File: src/rtl/gray_to_rgb_pkg.sv
// Shared defaults and helpers for the gray-to-RGB output stage.
// The image and pixel defaults match the grayscale and sobel stages.
package gray_to_rgb_pkg;

  localparam int DEF_DWIDTH_IN   = 8;
  localparam int DEF_DWIDTH_OUT  = 24;
  localparam int DEF_IMG_WIDTH   = 720;
  localparam int DEF_IMG_HEIGHT  = 540;

  // Occupancy of the 2-entry skid buffer (0, 1 or 2).
  typedef logic [1:0] occ_t;

  // Counter width for a modulo-n counter. A 1-entry dimension still needs one bit.
  function automatic int cnt_w(input int n);
    return (n <= 1) ? 1 : $clog2(n);
  endfunction

endpackage

File: src/rtl/gray_to_rgb_skid_buf2.sv
// Two-entry FIFO of pixels. It absorbs the one-cycle read latency so that no
// pixel is lost when the downstream FIFO applies back-pressure. The head is the oldest entry.
module skid_buf2
  import gray_to_rgb_pkg::*;
#(
  parameter int W = DEF_DWIDTH_IN
) (
  input  logic         clock,
  input  logic         reset,
  input  logic         push_i,
  input  logic [W-1:0] din_i,
  input  logic         pop_i,
  output occ_t         count_o,
  output logic [W-1:0] head_o
);

  logic [W-1:0] e0_q, e0_d;
  logic [W-1:0] e1_q, e1_d;
  occ_t         count_q, count_d;

  // Next-state logic. The caller only pops when the buffer is non-empty.
  // The caller only pushes when there is room or a pop is happening at the same time.
  always_comb begin
    e0_d    = e0_q;
    e1_d    = e1_q;
    count_d = count_q;
    if (push_i && pop_i) begin
      if (count_q == 2'd1) begin
        e0_d = din_i;
      end else begin
        e0_d = e1_q;
        e1_d = din_i;
      end
    end else if (push_i) begin
      if (count_q == 2'd0) e0_d = din_i;
      else                 e1_d = din_i;
      count_d = count_q + 2'd1;
    end else if (pop_i) begin
      e0_d    = e1_q;
      count_d = count_q - 2'd1;
    end
  end

  // Storage and occupancy. Reset discards any buffered pixels.
  always_ff @(posedge clock or negedge reset) begin
    if (!reset) begin
      e0_q    <= '0;
      e1_q    <= '0;
      count_q <= '0;
    end else begin
      e0_q    <= e0_d;
      e1_q    <= e1_d;
      count_q <= count_d;
    end
  end

  assign count_o = count_q;
  assign head_o  = e0_q;

endmodule

File: src/rtl/gray_to_rgb.sv
// Reads luma pixels from an upstream FWFT FIFO and replicates each one to {g,g,g}.
// Pushes the result to the output FIFO and tracks the column and row of each written pixel.
module gray_to_rgb
  import gray_to_rgb_pkg::*;
#(
  parameter int DWIDTH_IN  = DEF_DWIDTH_IN,
  parameter int DWIDTH_OUT = DEF_DWIDTH_OUT,
  parameter int IMG_WIDTH  = DEF_IMG_WIDTH,
  parameter int IMG_HEIGHT = DEF_IMG_HEIGHT
) (
  input  logic                  clock,
  input  logic                  reset,
  output logic                  fifo_in_rd_en,
  input  logic [DWIDTH_IN-1:0]  fifo_in_dout,
  input  logic                  fifo_in_empty,
  output logic                  fifo_out_wr_en,
  output logic [DWIDTH_OUT-1:0] fifo_out_din,
  input  logic                  fifo_out_full,
  output logic                  line_done,
  output logic                  frame_done
);

  localparam int CW = cnt_w(IMG_WIDTH);
  localparam int RW = cnt_w(IMG_HEIGHT);
  localparam logic [CW-1:0] LAST_COL = CW'(IMG_WIDTH - 1);
  localparam logic [RW-1:0] LAST_ROW = RW'(IMG_HEIGHT - 1);

  occ_t                 count;
  logic [DWIDTH_IN-1:0] head;
  logic                 wr, rd;

  logic [CW-1:0] col_q, col_d;
  logic [RW-1:0] row_q, row_d;
  logic          line_done_q, line_done_d;
  logic          frame_done_q, frame_done_d;

  skid_buf2 #(.W(DWIDTH_IN)) u_buf (
    .clock   (clock),
    .reset   (reset),
    .push_i  (rd),
    .din_i   (fifo_in_dout),
    .pop_i   (wr),
    .count_o (count),
    .head_o  (head)
  );

  // Handshake: write whenever something is buffered and the output has room.
  // Read whenever there is room, including the slot freed by a write in the same cycle.
  // Both are forced low while reset is held.
  always_comb begin
    wr           = reset && (count != 2'd0) && !fifo_out_full;
    rd           = reset && !fifo_in_empty && ((count < 2'd2) || wr);
    fifo_out_din = '0;
    if (reset && (count != 2'd0)) fifo_out_din = {3{head}};
  end

  assign fifo_in_rd_en  = rd;
  assign fifo_out_wr_en = wr;

  // Column/row position of the next written pixel, and the end-of-line/end-of-frame flags.
  always_comb begin
    col_d        = col_q;
    row_d        = row_q;
    line_done_d  = 1'b0;
    frame_done_d = 1'b0;
    if (wr) begin
      if (col_q == LAST_COL) begin
        col_d       = '0;
        line_done_d = 1'b1;
        if (row_q == LAST_ROW) begin
          row_d        = '0;
          frame_done_d = 1'b1;
        end else begin
          row_d = row_q + 1'b1;
        end
      end else begin
        col_d = col_q + 1'b1;
      end
    end
  end

  // Position counters and registered done pulses.
  always_ff @(posedge clock or negedge reset) begin
    if (!reset) begin
      col_q        <= '0;
      row_q        <= '0;
      line_done_q  <= 1'b0;
      frame_done_q <= 1'b0;
    end else begin
      col_q        <= col_d;
      row_q        <= row_d;
      line_done_q  <= line_done_d;
      frame_done_q <= frame_done_d;
    end
  end

  assign line_done  = line_done_q;
  assign frame_done = frame_done_q;

endmodule

File: config.mk
export PLATFORM = sky130hd
export DESIGN_NAME = gray_to_rgb
export DESIGN_NICKNAME = d
export VERILOG_FILES = /design/src/rtl/gray_to_rgb_pkg.sv /design/src/rtl/gray_to_rgb_skid_buf2.sv /design/src/rtl/gray_to_rgb.sv
export SDC_FILE = /design/constraint.sdc
export NUM_CORES = 1
export LEC_CHECK = 0
export ABC_AREA = 1
export BUFFER_PORTS_ARGS = -buffer_cell sky130_fd_sc_hd__buf_2
export CELL_PAD_IN_SITES_DETAIL_PLACEMENT = 0
export CELL_PAD_IN_SITES_GLOBAL_PLACEMENT = 1
export CORE_ASPECT_RATIO = 1.1
export CORE_MARGIN = 3
export CORE_UTILIZATION = 44
export CTS_BUF_LIST = sky130_fd_sc_hd__clkbuf_16
export CTS_CLUSTER_DIAMETER = 200
export DETAILED_ROUTE_END_ITERATION = 8
export HOLD_SLACK_MARGIN = 0.08
export PLACE_DENSITY_LB_ADDON = 0.15
export SYNTH_ARGS = -nofsm -noshare
export SYNTH_HDL_FRONTEND = slang
export SYNTH_SLANG_ARGS = --single-unit
File: constraint.sdc
create_clock -name clock -period 4.8 [get_ports clock]
set_input_delay 0.96 -clock clock [delete_from_list [all_inputs] [get_ports clock]]
set_output_delay 0.96 -clock clock [all_outputs]
set_load 0.03 [all_outputs]
== After elaboration in Yosys (flattened, before gate mapping) ==
Index checks and enable logic that the tools add are counted.

* Latch bits: 0
* ROM bits: 0
* Memory bits (writable): 0
* Memories: 0
* Flip-flop bits (word level): 40
* Bits of input ports: 12
* Word-level logic and storage cells: 55

* Bitwise gates (word level): 1
* Mux-type cells: 19
* Divide/modulo/power cells: 0
* Magnitude comparators: 1
* Shift-type cells: 0
* Multipliers: 0
* Reductions and logical operators: 17
* Equal/unequal tests: 6
* Add/sub/neg operators: 4

{| class="wikitable"
|+ Operators by type and width
! cell !! count
|-
| $mux W8 || 9
|-
| $mux W24 || 1
|-
| $add A10 B1 Y10 const B || 2
|-
| $eq A10 B10 Y1 const B || 2
|-
| $mux W10 || 2
|-
| $reduce_and A2 Y1 || 3
|-
| $reduce_bool A2 Y1 || 3
|-
| $logic_and A1 B1 Y1 || 5
|-
| $mux W1 || 5
|-
| $mux W2 || 2
|-
| $ne A3 B3 Y1 const B || 1
|-
| $reduce_and A3 Y1 || 1
|-
| $reduce_bool A3 Y1 || 1
|-
| $add A2 B1 Y2 const B || 1
|-
| $eq A2 B1 Y1 const B || 1
|-
| $logic_not A1 Y1 || 2
|-
| $logic_not A2 Y1 || 1
|-
| $lt A2 B2 Y1 const B || 1
|-
| $ne A2 B1 Y1 const B || 1
|-
| $ne A2 B2 Y1 const B || 1
|-
| $sub A2 B1 Y2 const B || 1
|-
| $logic_or A1 B1 Y1 || 1
|-
| $not A1 Y1 || 1
|}

== Longest topological paths before layout ==
* Depth in word-level cells: 8
* Gate-level depth with buffers: 16

== By module ==
Synthesis repeated with hierarchy kept, for this count alone.

* Cell total of the unflattened synthesis: 320
* Area total of the unflattened synthesis: 2427.3 µm²

{| class="wikitable"
|+ By module, submodules not included
! module !! times used !! cells an instance !! area each (µm²)
|-
| gray_to_rgb || 1 || 208 || 1522.7
|-
| skid_buf2 || 1 || 112 || 904.6
|}

== Worst setup path before layout ==
OpenSTA, ideal clock, no wires.

* Path kind: input-to-output
* From: input reset
* To: output fifo_out_din[10]
* Arrival time: 1825 ps
* Stages: 3
* Slack: 2015 ps
* Required time: 3840 ps
* Path through: nand2_2 nor2_1 buf_4

* Word-level cells in the longest chain between the ends: 2

{| class="wikitable"
|+ Ends and longest elaborated chain
! what !! line !! source
|-
| start, declared || gray_to_rgb.sv:12 || <nowiki>input logic reset,</nowiki>
|-
| $logic_and A1 B1 Y1 || gray_to_rgb.sv:54 || <nowiki>if (reset && (count != 2'd0)) fifo_out_din = {3{head}};</nowiki>
|-
| $mux W24 || gray_to_rgb.sv:54 ||
|-
| end, declared || gray_to_rgb.sv:17 || <nowiki>output logic [DWIDTH_OUT-1:0] fifo_out_din,</nowiki>
|}

No other way between the ends.

== Worst setup path after layout ==
* From: input reset
* To: output fifo_in_rd_en

* Word-level cells in the longest chain between the ends: 4

{| class="wikitable"
|+ Ends and longest elaborated chain
! what !! line !! source
|-
| $logic_and A1 B1 Y1 (2 in series) || gray_to_rgb.sv:51 || <nowiki>wr = reset && (count != 2'd0) && !fifo_out_full;</nowiki>
|-
| $logic_or A1 B1 Y1 || gray_to_rgb.sv:52 || <nowiki>rd = reset && !fifo_in_empty && ((count < 2'd2) || wr);</nowiki>
|-
| $logic_and A1 B1 Y1 * || gray_to_rgb.sv:52 ||
|-
| end, declared || gray_to_rgb.sv:13 || <nowiki>output logic fifo_in_rd_en,</nowiki>
|}

Mark *: on every way between the ends. The rest lies on a longest branch, timed or not.

==> out/results.ini <==
[clocking]
clk_latency_ns = 0.28
path_clk_slew_ns = 0.06
cts_tree = built
cts_resized = 0
cts.sinks = 40
cts_buffers = 5
h-tree-depth = 2
cts_hold_buffers = 0
root_buffer = clkbuf_16
clockBufferDepth = 2
post-cts-setup-buffers = 0

[grt]
grt.total_usage_pct = 17.9
gr-total-overflow = 0
grt_first_pass_wirelength_um = 9390
grt_pass1_vias = 1997
antenna_found_initial = 0
grt_max_degree = 29

[power]
total_power_mw = 1.54
sequentialPowerShare_pct = 34.4
p_clk_share_pct = 24.5
p_int_mw = 0.878
comb_power_share_pct = 41.1
leakage_nw = 1.49
worst_ir_drop_vdd_mv = 0.246
switching_share_pct = 43.0
powerDensity_nw_per_um2 = 542
power_switching_mw = 0.664

[yosys]
synth_mux_area_share_pct = 0
synth_warnings = 0
yosysTopAreaCellShare_pct = 39.4
yosys.area.top_type = dfrtp_1
synth_xor_area_share_pct = 2.07
synthCells = 338
synth_adder_area_share_pct = 3.45
synth_compound_area_share_pct = 11.7
ys_types = 31
syn_nets = 357
netlist_area_um2 = 2540
seq_area_frac_synth_pct = 39.4
synth_top_family_by_area = simple AND/OR/NAND/NOR gates
avgSynthCellArea_um2 = 7.52
ys_ff_latch = 40
yosys.area_share.simple_pct = 29.2
synthTopCellsByArea = dfrtp_1 (39%), nand2_1 (8.1%), inv_1 (7.5%)

[critical_path]
arrival_ns = 2.33
crit_slowest_cell = buf_2
worstSetupPathType = in2out
worst-path-max-fanout = 28
critPathLaunchType = primary input
critPathMaxStageDelay_ns = 0.51
crit_required_ns = 3.84
crit_path_cell_trace = buf_2, inv_1, nor2_8, nand2_4, inv_1, buf_2
endpoint_kind = output port

[place]
pre_cts_slack_ns = 1.30
globalplace.congestion = 0.873
postPlaceCellArea_um2 = 2680
io_buffers = 39
hpwl_um = 4190

[final_layout]
drive_gt1_share_pct = 17.5
filler_cell_count = 567
antennaDiodeCount = 0
area_growth_pct = 12.0
nNetsFinal = 383
final_cell_area_um2 = 2850

[sta]
fmax_ghz = 0.304
setup_tns_ns = 0
maxSlewViolCount = 0
relSlewSlack_pct = 56.5
hold_viol = 0
whs_ns = 0.497
setup_viol = 0
tightest_slew_ns = 0.653
rsz0062_at_grt = no
fin_skew_ns = 0.00399
fin_crit_ns = 3.29
fin_crit_sh_pct = 68.5
setup_slack_ns = 1.51

[floorplanning]
num_rows = 28
core_um2 = 5500
io_pins = 40
die_y_um = 85.7
die_w_um = 78.5
start_util_pct = 46.2
die-area_um2 = 6720

[detailed_routing]
drc = 0
post_drt_wl_per_cell_um = 12.5
drtIter0Drc = 114
vias_per_cell = 4.90
dr.pass1.iters = 4
ant_nets = 0
drt-total-wl_um = 5520
vias = 2155

[job]
max_cap_viol_count = 0

[worst_hold_path]
hold_class = reg2reg

[outcome]
outcome = finished clean

-- sequential cells by signal, summed over array words and instances, names as in the netlist --
| register | cells |
|---|---|
| col_q | 10 |
| frame_done | 1 |
| line_done | 1 |
| row_q | 10 |
| u_buf.count_o | 2 |
| u_buf.e1_q | 8 |
| u_buf.head_o | 8 |
-- cells in the mapped netlist, drive strengths merged --
master	number
a21oi	27
buf	20
clkbuf	1
clkinv	1
dfrtp	40
ha	7
inv	53
nand2	60
nand3	36
nand4	8
nor2	36
nor3	8
nor3b	1
nor4b	1
o21ai	31
o22ai	1
or2	1
xnor2	1
xor2	5
-- metrics by stage --
stage	std cells	util (%)
after detailed placement	432	48.7
final	440	51.8
after global routing	440	51.8
after global placement	432	48.7
after CTS	440	51.8
after floorplan	338	-
-- worst max-delay path, delay by kind of cell --
| family | cells | cell delay, ns |
|---|---|---|
| and+or+nand+nor | 2 | 0.36 |
| buffers and inverters | 4 | 1.00 |
-- power groups by stage --
stage                     registers [mW]  logic, mW  clock network (mW)
after floorplan                    0.505      0.568                   0
after global placement             0.536      0.635                   0
after detailed placement           0.536      0.640                   0
after CTS                          0.531      0.643               0.386
after global routing               0.545      0.715               0.404
final                              0.530      0.634               0.378
-- layout by cell type (no fill, tap or decap), drive strengths merged, types with 5 or more instances in the layout --
cell,instances
inv,53
nor3,8
nand2,60
ha,7
nand4,8
o21ai,31
nor2,36
xor2,5
clkbuf,5
dfrtp,40
a21oi,27
nand3,36
buf,40
-- layer usage --
metal	GRT usage, %	share of wire (%)	vias to the layer above
met5	0	0	-
met4	6.20	1.1	0
met3	3.57	2.7	5
met2	32.0	54	33
met1	21.5	42	987
li1	-	-	1130
-- area by class of cell --
| cell class | count | area [um^2] | share of cell area (%) |
|---|---|---|---|
| Timing Repair Buffer | 40 | 203 | 7.12 |
| Tap cell | 75 | 93.8 | 3.30 |
| Clock inverter | 3 | 42.5 | 1.49 |
| Inverter | 54 | 203 | 7.12 |
| Clock buffer | 5 | 125 | 4.40 |
| Multi-Input combinational cell | 223 | 1180 | 41.4 |
| Sequential cell | 40 | 1000 | 35.2 |
-- cell families (layout without fill, tap and decap cells) --
logic type                 Yosys count  count (layout)
and+or+nand+nor                    151             151
buffers and inverters               75             102
AOI/OAI and AO/OA                   59              59
DFF                                 40              40
adders and majority gates            7               7
xor gates and xnor gates             6               6
-- final timing paths --
kind | startpoint | end | cells past startpoint | slack (ns)
setup / recovery | reset | fifo_in_rd_en | 6 | 1.51
hold / removal | u_buf.count_o[0]$_DFFE_PN0P_ | u_buf.count_o[0]$_DFFE_PN0P_ | 1 | 0.50
setup reg to reg | u_buf.count_o[1]$_DFFE_PN0P_ | u_buf.e1_q[1]$_DFFE_PN0P_ | 13 | 2.18
hold reg to reg | u_buf.count_o[0]$_DFFE_PN0P_ | u_buf.count_o[0]$_DFFE_PN0P_ | 1 | 0.50
max in group asynchronous | reset | u_buf.head_o[5]$_DFFE_PN0P_ | 2 | 3.42
min in group asynchronous | reset | u_buf.e1_q[7]$_DFFE_PN0P_ | 1 | 0.70
(Power assumes the default switching activity.)
